**src/rtl/isq_issue_arb.sv**
```systemverilog
// Two-requester round-robin issue arbiter feeding one registered output slot.
// Flush kills a held entry younger than the flushing instruction.
module isq_issue_arb #(
    parameter int DATA_WIDTH     = 248,
    parameter int INSTR_ID_WIDTH = 7
) (
    input  logic                      clock,
    input  logic                      reset_n,
    input  logic                      req0_valid,
    output logic                      req0_ready,
    input  logic [DATA_WIDTH-1:0]     req0_data,
    input  logic                      req1_valid,
    output logic                      req1_ready,
    input  logic [DATA_WIDTH-1:0]     req1_data,
    output logic                      out_valid,
    input  logic                      out_ready,
    output logic [DATA_WIDTH-1:0]     out_data,
    output logic                      out_src,
    input  logic                      flush_valid,
    input  logic [INSTR_ID_WIDTH-1:0] flush_id,
    output logic [15:0]               grant_cnt0,
    output logic [15:0]               grant_cnt1
);

    localparam int IW = INSTR_ID_WIDTH;

    logic                  held_q, held_d;
    logic [DATA_WIDTH-1:0] data_q, data_d;
    logic                  src_q, src_d;
    logic                  rr_q, rr_d;
    logic [15:0]           cnt0_q, cnt0_d;
    logic [15:0]           cnt1_q, cnt1_d;

    logic          gnt0, gnt1;
    logic          fire0, fire1;
    logic          kill, out_fire, can_accept;
    logic [IW-1:0] held_id;

    // Wrap bit flips the sense of the magnitude compare.
    function automatic logic younger(input logic [IW-1:0] id,
                                     input logic [IW-1:0] f);
        return (id[IW-1] ^ f[IW-1]) ^ (id[IW-2:0] > f[IW-2:0]);
    endfunction

    assign held_id = data_q[DATA_WIDTH-1 -: INSTR_ID_WIDTH];

    always_comb begin
        gnt0       = req0_valid && (!req1_valid || !rr_q);
        gnt1       = req1_valid && (!req0_valid || rr_q);
        kill       = flush_valid && younger(held_id, flush_id);
        out_valid  = reset_n && held_q && !kill;
        out_fire   = out_valid && out_ready;
        can_accept = !held_q || out_fire;
        req0_ready = reset_n && gnt0 && can_accept && !flush_valid;
        req1_ready = reset_n && gnt1 && can_accept && !flush_valid;
        fire0      = req0_valid && req0_ready;
        fire1      = req1_valid && req1_ready;
    end

    always_comb begin
        held_d = held_q;
        data_d = data_q;
        src_d  = src_q;
        rr_d   = rr_q;
        cnt0_d = cnt0_q;
        cnt1_d = cnt1_q;
        if (out_fire || kill) begin
            held_d = 1'b0;
        end
        if (fire0) begin
            held_d = 1'b1;
            data_d = req0_data;
            src_d  = 1'b0;
            rr_d   = 1'b1;
            cnt0_d = (cnt0_q == 16'hFFFF) ? cnt0_q : cnt0_q + 16'd1;
        end
        if (fire1) begin
            held_d = 1'b1;
            data_d = req1_data;
            src_d  = 1'b1;
            rr_d   = 1'b0;
            cnt1_d = (cnt1_q == 16'hFFFF) ? cnt1_q : cnt1_q + 16'd1;
        end
    end

    always_ff @(posedge clock) begin
        if (!reset_n) begin
            held_q <= 1'b0;
            data_q <= '0;
            src_q  <= 1'b0;
            rr_q   <= 1'b0;
            cnt0_q <= '0;
            cnt1_q <= '0;
        end else begin
            held_q <= held_d;
            data_q <= data_d;
            src_q  <= src_d;
            rr_q   <= rr_d;
            cnt0_q <= cnt0_d;
            cnt1_q <= cnt1_d;
        end
    end

    assign out_data   = data_q;
    assign out_src    = src_q;
    assign grant_cnt0 = cnt0_q;
    assign grant_cnt1 = cnt1_q;

endmodule

```
**config.mk**
```make
export PLATFORM = sky130hd
export DESIGN_NAME = isq_issue_arb
export DESIGN_NICKNAME = d
export VERILOG_FILES = /design/src/rtl/isq_issue_arb.sv
export SDC_FILE = /design/constraint.sdc
export NUM_CORES = 1
export LEC_CHECK = 0
export CAP_MARGIN = 20
export CORE_AREA = 2 2 311 313
export DETAILED_ROUTE_END_ITERATION = 8
export DIE_AREA = 0 0 313 315
export HOLD_SLACK_MARGIN = 0.08
export PLACE_DENSITY = 0.47
export SLEW_MARGIN = 20
export SYNTH_ARGS = -nofsm -noshare
export SYNTH_HDL_FRONTEND = slang
export SYNTH_SLANG_ARGS = --single-unit
```
**constraint.sdc**
```tcl
create_clock -name clock -period 2.4 [get_ports clock]
set_clock_uncertainty 0.05 [all_clocks]
set_input_delay 0.48 -clock clock [delete_from_list [all_inputs] [get_ports clock]]
set_output_delay 0.48 -clock clock [all_outputs]
set_load 0.02 [all_outputs]
```
Word level (Yosys, flattened, before mapping)

Cells that the tools add are included.

Add/subtract/negate cells: 2
$mul: 0
Divide/modulo/power cells: 0
$lt $le $gt $ge: 1
Eq/ne operators: 2
Shift-type cells: 0
Multiplexer cells: 7
Bitwise operators: 5
Reductions and logical operators: 29

Operators with widths:

| kind                                                            | number |
|---|---|
| 248-bit 2-to-1 mux                                              | 2 |
| 16-bit by 1-bit adder with 16-bit output, second input constant | 2 |
| 16-bit == test, second input constant                           | 2 |
| 1-bit logical AND                                               | 14 |
| 6-bit greater-than comparator                                   | 1 |
| 1-bit logical NOT                                               | 6 |
| 1-bit 2-to-1 mux                                                | 5 |
| 1-bit logical OR                                                | 4 |
| 2-bit AND reduction                                             | 2 |
| 1-bit inverter                                                  | 3 |
| 3-bit nonzero test                                              | 1 |
| 2-bit nonzero test                                              | 1 |
| 2-bit OR reduction                                              | 1 |
| 1-bit bitwise XOR                                               | 2 |

Register bits: 283
Bits in latches: 0
Memory bits (writable): 0
ROM bits: 0
Output and inout bits: 284
Memories: 0

Logic depth before layout (Yosys ltp)

Depth after elaboration: 12
Depth in mapped cells: 7
Gate-level depth less buffers: 7

Least setup slack after synthesis

No wires, ideal clock.

Path type: input-to-output
From: input port flush_id[5]
To: output port out_valid
Arrival time: 2.054 ns
Required time: 1.870 ns
Slack: -0.184 ns
Stages: 6
Buffers on the path: 0
Cell sequence: inv_1 > ha_1 > and4_1 > o21ai_0 > and3_1 > nor4_1

Longest elaborated chain between the ends: 5

Ends and longest elaborated chain:

| item                          | RTL line | text |
|---|---|---|
| from (decl)                   | 20       | `input logic [INSTR_ID_WIDTH-1:0] flush_id,` |
| 6-bit greater-than comparator | 42       | `return (id[IW-1] ^ f[IW-1]) ^ (id[IW-2:0] > f[IW-2:0]);` |
| 1-bit bitwise XOR             | 42       |  |
| 1-bit logical AND             | 50       | `kill = flush_valid && younger(held_id, flush_id);` |
| 1-bit logical NOT             | 51       | `out_valid = reset_n && held_q && !kill;` |
| 1-bit logical AND             | 51       |  |
| to (decl)                     | 15       | `output logic out_valid,` |

No other way between the ends.

Final worst setup path

From: register data_q[246], in the netlist out_data[246]
To: output port out_valid

Longest elaborated chain between the ends: 5

Ends and longest elaborated chain:

| item                          | RTL line | text |
|---|---|---|
| from (decl)                   | 28       | `logic [DATA_WIDTH-1:0] data_q, data_d;` |
| from (signal assigned)        | 96       | `data_q <= data_d;` |
| 6-bit greater-than comparator | 42       |  |
| 1-bit bitwise XOR             | 42       |  |
| 1-bit logical AND             | 50       |  |
| 1-bit logical NOT             | 51       |  |
| 1-bit logical AND             | 51       |  |

No other way between the ends.

==> out/results.txt <==
simple-gate share of the synthesized area: 0.272
Most used DFF post-synth: dfxtp_1
run status: finished with violations
CP Class: reg -> out
Root Driver: clkbuf_16
hold depth: 3
largest stage delay on the critical path: 0.40 ns
CP arrival: 2.44 ns
DRT iter0 DRCs: 690
reg2reg end: held_q
Routed Antenna Nets: 0
Final period util: 1.24
Post-synth EDFFs: 0
fill cell total of the finished layout: 10500
Worst setup EP type: output port
die width: 313 microns
Rel. slew slack: 0.678
highest-delay cell along the critical path: nor4_4
R2R setup slack: 0.38 ns
die area: 98600 sq um
initial antenna violation count: 10
Pins Over Slew Limit: 0
Final HPWL DP: 54000 microns
ys async rst share: 0
DRT Pass-1 Iters: 4
Max Cap Violations: 0
CTS Buf Count: 38
worst skew pair latency: 0.57 ns
adder-cell share of the synthesized area: 0.00807
initial core utilization: 0.130
worst hold path type: in -> reg
Final setup viols: 1
count of input and output buffers: 792
sequential share of the synthesized area: 0.457
Routed WL: 67300 microns
Syn Area/Cell: 7.72 sq um
H-tree depth: 2
R2R depth: 8
HP Start: req1_data[241]
Core Util, Final: 0.254
TritonCTS clock tree: built
Post-Synthesis Cell Area: 12400 sq um
CP startpoint kind: register
Leak: 8.81 nW
leading cell type in the layout, fill and taps excluded: clkdlybuf4s50_1
worst-path cell chain: ha_4 -> and4_4 -> o21ai_4 -> and3_4 -> nor4_4 -> buf_4 -> buf_12
Die H: 315 microns
fin worst setup slack: -0.572 ns
compound-cell area share of the yosys netlist: 0.192
first-pass GRT wire length: 95800 microns
largest family of logic cells by synthesized area: simple AND/OR/NAND/NOR gates
Peak VDD IR: 0.000442 V
Mapped Nets: 2124
failing checks: negative setup slack
FF+latch count, synth: 283
post-synthesis mux area share: 0.00403
Endpoint, Worst Hold: out_data[241]
row count: 114
top-level I/O count: 793
gp weighted congestion: 0.816
grt total ovfl: 0
vias in the first global route: 14500
fin crit period: 2.97 ns
Max Clk Rate: 337 MHz
Post-CTS Hold Buffers: 0
worst r2r src: out_data[241]
GRT Resource Usage Total: 0.129
RSZ-0062 raised after global routing: yes
Yosys warning count: 0
routed vias/inst: 3.95
CP delay by family, top: simple AND/OR/NAND/NOR gates
drt drc: 0
worst hold slack: 0.418 ns
most frequent cells in the layout: clkdlybuf4s50_1, nand2_1, dfxtp_1
cell count after synthesis: 1607
PD cells: 583 nW/um^2
clock slew at reported path FFs: 0.06 ns
via count: 14800
Net count, final: 2964
Buf/Inv on CP: 2
Worst-Margin Slew: 0.482 ns
XOR/XNOR Fraction of Synth Area: 0.0127
Clock Tree Buf Depth: 3
CTS sink cnt: 283
Netlist cell types: 41
Req. time, crit path: 1.87 ns
area growth from synthesis to layout: 96.1%
fraction of layout instances using a drive strength above 1: 0.0985
Fin. Hold Viols: 0
crit-path max FO: 3
core area: 95700 sq um
WL/cell: 17.9 microns
largest net degree at the start of global routing: 46
==> final cells by class <==
| class | instances | area, sq um | share of cell area |
|---|---|---|---|
| timing repair buffer | 945 | 9460 | 0.389 |
| sequential | 283 | 5680 | 0.233 |
| clock inverter | 6 | 80.1 | 0.00329 |
| clock buffer | 63 | 1240 | 0.0509 |
| multi-input combinational | 1165 | 6210 | 0.255 |
| tap | 1276 | 1600 | 0.0656 |
| inverter | 14 | 67.6 | 0.00278 |
| antenna | 3 | 7.51 | 0.000308 |
==> what timing repair did <==
| item | CTS | global route |
|---|---|---|
| setup buffers | 1 | 2 |
| endpoints found under the setup margin | 4 | 3 |
| gates cloned | 0 | 0 |
| gates resized for setup | 31 | 12 |
| pin swaps | 7 | 5 |
==> cells in the mapped netlist, types with 8 or more instances <==
cell | count | area (sq um)
xnor2_1 | 17 | 149
a311oi_1 | 248 | 2170
dfxtp_1 | 283 | 5670
ha_1 | 8 | 100
nor2_1 | 270 | 1010
nor4_1 | 12 | 75.1
buf_2 | 56 | 280
inv_1 | 13 | 48.8
nand4_1 | 10 | 62.6
nand2_1 | 518 | 1940
nor3_1 | 8 | 40.0
a21oi_1 | 13 | 65.1
clkbuf_1 | 82 | 308
nand3_1 | 12 | 60.1
==> cell families (layout without fill, tap and decap cells) <==
family / after synthesis / count (layout)
xor+xnor: 18 / 18
flops: 283 / 283
buf+inv: 159 / 1028
fa+ha+maj: 8 / 8
other cells: 0 / 3
compound gates: 280 / 280
mux: 5 / 5
simple gates: 854 / 854
==> flip-flops by register name, summed over array words and instances (netlist names) <==
register / flops
grant_cnt1: 16
rr_q: 1
out_data: 248
grant_cnt0: 16
held_q: 1
out_src: 1
==> per-stage QoR <==
stage,TNS [ns],instances,setup slack (ns),total power [mW],area [sq um]
after floorplan,0,1607,0.0453,6.33,12400
after global placement,-73.79,3680,-1.34,8.27,22900
after detailed placement,-77.55,3680,-1.26,8.26,22900
after CTS,-0.733,3750,-0.733,14.5,24300
after global routing,-0.748,3754,-0.748,14.8,24300
final,-0.572,3755,-0.572,14.2,24300
==> per-layer routing <==
layer  global-route usage  vias up  part of all wire
met5                    0        -           0.00076
met4               0.0351       10             0.022
met3               0.0498       78             0.091
met2                0.218      546              0.48
met1                0.152     6874              0.41
li1                     -     7332                 -
==> worst max path at each step <==
stage | endpoint | depth (start not counted) | slack [ns] | from
6_report | out_valid | 7 | -0.57 | out_data[246]
5_1_grt | out_valid | 7 | -0.75 | out_data[246]
4_1_cts | out_valid | 7 | -0.73 | out_data[243]
3_5_place_dp | out_valid | 9 | -1.26 | flush_id[2]
3_3_place_gp | out_valid | 9 | -1.34 | flush_id[2]
2_1_floorplan | out_valid | 6 | 0.05 | flush_id[5]
==> report_power, final <==
group	leakage (nW)	switching [mW]	internal, mW
sequential	2.32	0.174	4.99
clock	0.653	2.29	3.72
combinational	5.84	1.33	1.67
total	8.81	3.80	10.4
==> worst reg2reg max path, cell delays in order (launching register included) <==
cell and delay (ns):
dfxtp_2 0.32, inv_1 0.06, ha_4 0.26, and4_1 0.19
or4_1 0.43, a21oi_2 0.18, nor4_4 0.09, buf_4 0.17
a21o_1 0.16
Note: power is estimated with default switching activity, not from simulation.
